===== src/rtl/inst_loader.sv =====
`default_nettype none
// ============================================================================
// Module      : inst_loader
// Description : Streams bytes into inst_mem as INSTR_W-bit words, verifies a
//               trailing XOR checksum and holds the core until a clean load.
// Revision    : 1.0 - initial release
// ============================================================================
module inst_loader #(
    parameter int INSTR_W = 16,
    parameter int ADDR_W  = 8
) (
    input  logic               clk,
    input  logic               rst_n,
    input  logic               start,
    input  logic [7:0]         in_data,
    input  logic               in_valid,
    output logic               in_ready,
    output logic               imem_we,
    output logic [ADDR_W-1:0]  imem_addr,
    output logic [INSTR_W-1:0] imem_wdata,
    output logic               cpu_hold,
    output logic               busy,
    output logic               done,
    output logic               err,
    output logic [ADDR_W:0]    words_loaded
);

    localparam int               c_BPW       = INSTR_W / 8;
    localparam int               c_BCW       = (c_BPW > 1) ? $clog2(c_BPW) : 1;
    localparam logic [c_BCW-1:0] c_LAST_BYTE = c_BCW'(c_BPW - 1);
    localparam logic [8:0]       c_DEPTH     = 9'(1 << ADDR_W);

    localparam logic [2:0] c_IDLE = 3'd0;
    localparam logic [2:0] c_LEN  = 3'd1;
    localparam logic [2:0] c_DATA = 3'd2;
    localparam logic [2:0] c_CSUM = 3'd3;
    localparam logic [2:0] c_DONE = 3'd4;

    logic [2:0]         r_state;
    logic [c_BCW-1:0]   r_byteCnt;
    logic [ADDR_W-1:0]  r_wordIdx;
    logic [ADDR_W-1:0]  r_lastIdx;
    logic [7:0]         r_csum;
    logic               w_accept;
    logic               w_shiftEn;
    logic               w_lenBad;
    logic [INSTR_W-1:0] w_asmNext;

    assign in_ready  = (r_state == c_LEN) || (r_state == c_DATA) || (r_state == c_CSUM);
    assign w_accept  = in_valid && in_ready;
    assign w_shiftEn = w_accept && (r_state == c_DATA);
    assign w_lenBad  = ({1'b0, in_data} >= c_DEPTH);

    // Only the earlier bytes of a word are stored; the newest byte comes straight from the bus.
    generate
        if (INSTR_W > 8) begin : g_wide
            logic [INSTR_W-9:0] r_asm;
            always_ff @(posedge clk) begin
                if (!rst_n) begin
                    r_asm <= '0;
                end else if (w_shiftEn) begin
                    r_asm <= w_asmNext[INSTR_W-9:0];
                end
            end
            assign w_asmNext = {r_asm, in_data};
        end else begin : g_narrow
            assign w_asmNext = in_data;
        end
    endgenerate

    always_ff @(posedge clk) begin
        if (!rst_n) begin
            r_state      <= c_IDLE;
            r_byteCnt    <= '0;
            r_wordIdx    <= '0;
            r_lastIdx    <= '0;
            r_csum       <= '0;
            imem_we      <= 1'b0;
            imem_addr    <= '0;
            imem_wdata   <= '0;
            cpu_hold     <= 1'b1;
            busy         <= 1'b0;
            done         <= 1'b0;
            err          <= 1'b0;
            words_loaded <= '0;
        end else begin
            imem_we <= 1'b0;
            case (r_state)
                c_IDLE, c_DONE: begin
                    if (start) begin
                        r_state      <= c_LEN;
                        busy         <= 1'b1;
                        done         <= 1'b0;
                        err          <= 1'b0;
                        cpu_hold     <= 1'b1;
                        words_loaded <= '0;
                    end
                end
                c_LEN: begin
                    if (w_accept) begin
                        if (w_lenBad) begin
                            r_state <= c_DONE;
                            busy    <= 1'b0;
                            done    <= 1'b1;
                            err     <= 1'b1;
                        end else begin
                            r_state   <= c_DATA;
                            r_lastIdx <= in_data[ADDR_W-1:0];
                            r_csum    <= '0;
                            r_byteCnt <= '0;
                            r_wordIdx <= '0;
                        end
                    end
                end
                c_DATA: begin
                    if (w_accept) begin
                        r_csum <= r_csum ^ in_data;
                        if (r_byteCnt == c_LAST_BYTE) begin
                            // Write strobe lands one cycle after the word's last byte.
                            r_byteCnt    <= '0;
                            imem_we      <= 1'b1;
                            imem_addr    <= r_wordIdx;
                            imem_wdata   <= w_asmNext;
                            words_loaded <= words_loaded + 1'b1;
                            r_wordIdx    <= r_wordIdx + 1'b1;
                            if (r_wordIdx == r_lastIdx) begin
                                r_state <= c_CSUM;
                            end
                        end else begin
                            r_byteCnt <= r_byteCnt + 1'b1;
                        end
                    end
                end
                c_CSUM: begin
                    if (w_accept) begin
                        r_state  <= c_DONE;
                        busy     <= 1'b0;
                        done     <= 1'b1;
                        err      <= (in_data != r_csum);
                        cpu_hold <= (in_data != r_csum);
                    end
                end
                default: begin
                    r_state <= c_IDLE;
                end
            endcase
        end
    end

endmodule
`default_nettype wire


===== config.mk =====
export PLATFORM = sky130hd
export DESIGN_NAME = inst_loader
export DESIGN_NICKNAME = d
export VERILOG_FILES = /design/src/rtl/inst_loader.sv
export SDC_FILE = /design/constraint.sdc
export NUM_CORES = 1
export LEC_CHECK = 0
export BUFFER_PORTS_ARGS = -buffer_cell sky130_fd_sc_hd__buf_4
export CORE_MARGIN = 2
export CORE_UTILIZATION = 56
export DETAILED_ROUTE_END_ITERATION = 6
export GPL_ROUTABILITY_DRIVEN = 0
export GPL_TIMING_DRIVEN = 0
export PLACE_DENSITY = 0.89
export SYNTH_ARGS = -nofsm -noshare
export SYNTH_HDL_FRONTEND = slang
export SYNTH_SLANG_ARGS = --single-unit

===== constraint.sdc =====
create_clock -name clk -period 2.2 [get_ports clk]
set_input_delay 0.11 -clock clk [delete_from_list [all_inputs] [get_ports clk]]
set_output_delay 0.11 -clock clk [all_outputs]
set_load 0.01 [all_outputs]

==> results.yml <==
synth:
  synth_area_per_cell_um2: 8.234
  synthAdderAreaFrac: 0.007915
  yosys.area_share.simple: 0.2414
  netlist_instances: 384
  synth_edf_count: 0
  synth-warning-count: 0
  synth_top_family_by_area: "simple AND/OR/NAND/NOR gates"
  netlist.area_leader.share: 0.4685
  synth_ff_type: "dfxtp_1"
  yosysTopAreaCell: "dfxtp_1"
  synthArstFlopShare: 0
  synth_mux_area_frac: 0.006332
  synth_cell_type_count: 46
  syn-cell-area_mm2: 0.003162
  syn_nets: 398
  synth_area_leaders: "dfxtp_1, nand2_1, a21oi_1"
  synth_compound_area_frac: 0.1646
  synth_seq_cells: 74
  seq_area_frac_synth: 0.4685
  synthXorXnorAreaFrac: 0.06925
setup_path:
  crit_fanout: 10
  path_class: "reg -> reg"
  critPathLaunch: "r_state[0]"
  reg2reg_depth: 6
  end_kind: "register"
  cp-start-kind: "register"
  timing.rr.start: "r_state[0]"
  r2r_slack_ns: 0.36
  critical_path_arrival_ns: 2.13
  worstPathRequired_ns: 2.49
power_and_ir_drop:
  p_comb_frac: 0.073
  clkPwrFrac: 0.438
  leakagePower_nw: 1.487
  vdd_drop_max_v: 0.0005473
  power_switching_share: 0.2414
  totalPowerFinal_mw: 2.823
  p_int_mw: 2.142
  power_density_mw_per_mm2: 732.1
  seqPwrFrac: 0.489
  p_sw_mw: 0.6815
timing:
  finalSetupTns_ns: 0
  slew_headroom: 0.5575
  fin_crit_ns: 1.843
  finalHoldViolCount: 0
  period_share: 0.8377
  fin_worst_skew_ns: 0.01080
  slew_viol_final: 0
  setup_viol: 0
  worst_pin_slew_ns: 0.6569
  max_freq_mhz: 542.6
  rsz0062_at_grt: "no"
  finalWorstSetupSlack_ns: 0.3571
  holdWs_ns: 0.02995
final_layout:
  antennaDiodeCount: 0
  nets: 458
  stdcell_count: 521
  post-route-util: 0.7046
  drive_above_1_share: 0.1715
  final_area_mm2: 0.003856
  fillCellCount: 428
  syn2layout_area_growth_pct: 21.96
floorplan:
  die_h_um: 79.14
  die_area_mm2: 0.006263
  fp.coreArea_mm2: 0.005473
  die_w_um: 79.14
  io-pin-count: 51
  rows: 27
  initial_core_util: 0.5777
routing:
  vias: 2952
  routed_wl_mm: 7.835
  routed_via_density: 5.666
  drcViolationCount: 0
  wl_per_cell_um: 15.04
  drt_iter0_drc: 173
  ant_nets: 0
  dr.pass1.iters: 5
job:
  drv_cap: 0
min_path:
  min-delay-start: "in_data[7]"
  min_path_cells: 3
  hold_path_class: "in -> reg"
place:
  hpwl_mm: 5.383
  dpl-instance-area_mm2: 0.003620
  dp_slack_ns: 0.4012
  port_buffers: 49
  dpl.cell_count: 505
global_route:
  grt_max_degree: 14
  gr-total-overflow: 0
  grtUsageTotal: 0.2632
  grt_pass1_vias: 2677
  antenna_found_initial: 0
  grt_pass1_wl_mm: 12.71
clocking:
  clock_latency_ns: 0.36
  cts_sinks: 74
  cts_tree: "done"
  cts-resized-gates: 0
  cts.hold.buffers_added: 0
  cts_buffer_depth: 2
  clockRootBuffer: "clkbuf_8"
  h-tree-depth: 3
  cts_buffers: 9
  cts_setup_buffers: 0
  clkTransAtPathRegs_ns: 0.08
outcome:
  status: "finished, final reports clean"
[power by group through the flow]
stage / Combinational [mW] / Sequential [mW] / Clock [mW]
6_report: 0.207 / 1.38 / 1.24
5_1_grt: 0.226 / 1.38 / 1.29
4_1_cts: 0.204 / 1.38 / 1.23
3_5_place_dp: 0.201 / 1.41 / 0
3_3_place_gp: 0.196 / 1.41 / 0
2_1_floorplan: 0.128 / 1.41 / 0
[metal layers]
metal	vias to the layer above	GRT usage	wire length, µm
li1	1431	-	-
met1	1409	0.3403	3494
met2	97	0.4237	3762
met3	15	0.04545	424
met4	0	0.1328	154
met5	-	0	0
[cells in the mapped netlist (2+ instances only)]
library cell,instances
nor4_1,2
o21ai_0,5
buf_4,2
nand4_1,5
nor2_1,29
o211ai_1,2
nand3_1,4
a2111oi_1,3
a31oi_1,3
nor3_1,9
or3_1,3
a211oi_1,4
or4_1,3
nand4bb_1,2
buf_2,4
buf_6,2
dfxtp_1,74
inv_1,3
nand2_1,95
o211a_1,7
nand2b_1,4
ha_1,2
xnor2_1,20
and4bb_2,2
a21oi_1,55
mux2i_1,2
xor2_1,5
clkbuf_1,15
[logic make-up (layout without fill, tap and decap cells)]
kind of cell,count (synthesis),in the layout
simple gates,167,167
compound gates,86,86
flops,74,74
buf+inv,28,93
xor+xnor,25,25
fa+ha+maj,2,2
mux,2,2
[critical path: stages (launching register included)]
cell and delay, ns:
dfxtp_1 0.45, and4bb_1 0.25, buf_4 0.18, nand2_4 0.14, clkbuf_1 0.46, nand2_1 0.11
a21oi_1 0.17
[cell type report]
type | instances | area, µm² | area share
Sequential cell | 74 | 1481 | 0.3842
Multi-Input combinational cell | 282 | 1548 | 0.4014
Inverter | 4 | 15.01 | 0.003894
Clock inverter | 5 | 85.08 | 0.02206
Timing Repair Buffer | 49 | 367.9 | 0.09539
Tap cell | 72 | 90.09 | 0.02336
Clock buffer | 11 | 151.4 | 0.03926
Buffer | 24 | 117.6 | 0.03050
[path summary, 6_finish.rpt]
| path | endpoint |
|---|---|
| hold / removal | imem_wdata[7] |
| setup / recovery | imem_wdata[0] |
| setup reg to reg | imem_wdata[0] |
| hold reg to reg | imem_wdata[11] |
[sequential cells by signal, indices dropped and copies added, names as in the netlist]
register      count
done              1
r_lastIdx         8
imem_addr         8
busy              1
r_wordIdx         8
words_loaded      9
err               1
r_state           3
imem_we           1
cpu_hold          1
r_csum            8
r_byteCnt         1
imem_wdata       16
g_wide.r_asm      8
[cells in the final DEF (no fill, tap or decap), types with 2 or more instances in the layout]
cell type / instances
nor3_1: 9
clkbuf_1: 15
nand2b_1: 4
xnor2_1: 20
and4bb_2: 2
buf_4: 51
nand4bb_1: 2
or3_1: 3
o211ai_1: 2
a21oi_1: 55
bufinv_16: 2
buf_2: 4
a31oi_1: 3
a211oi_1: 4
dfxtp_1: 74
nand4_1: 5
nor2_1: 29
clkbuf_8: 11
o211a_1: 7
buf_6: 2
nand2_1: 95
nand3_1: 4
o21ai_0: 5
inv_1: 3
or4_1: 3
a2111oi_1: 3
xor2_1: 5
nor4_1: 2
mux2i_1: 2
ha_1: 2
(Power assumes the default switching activity.)
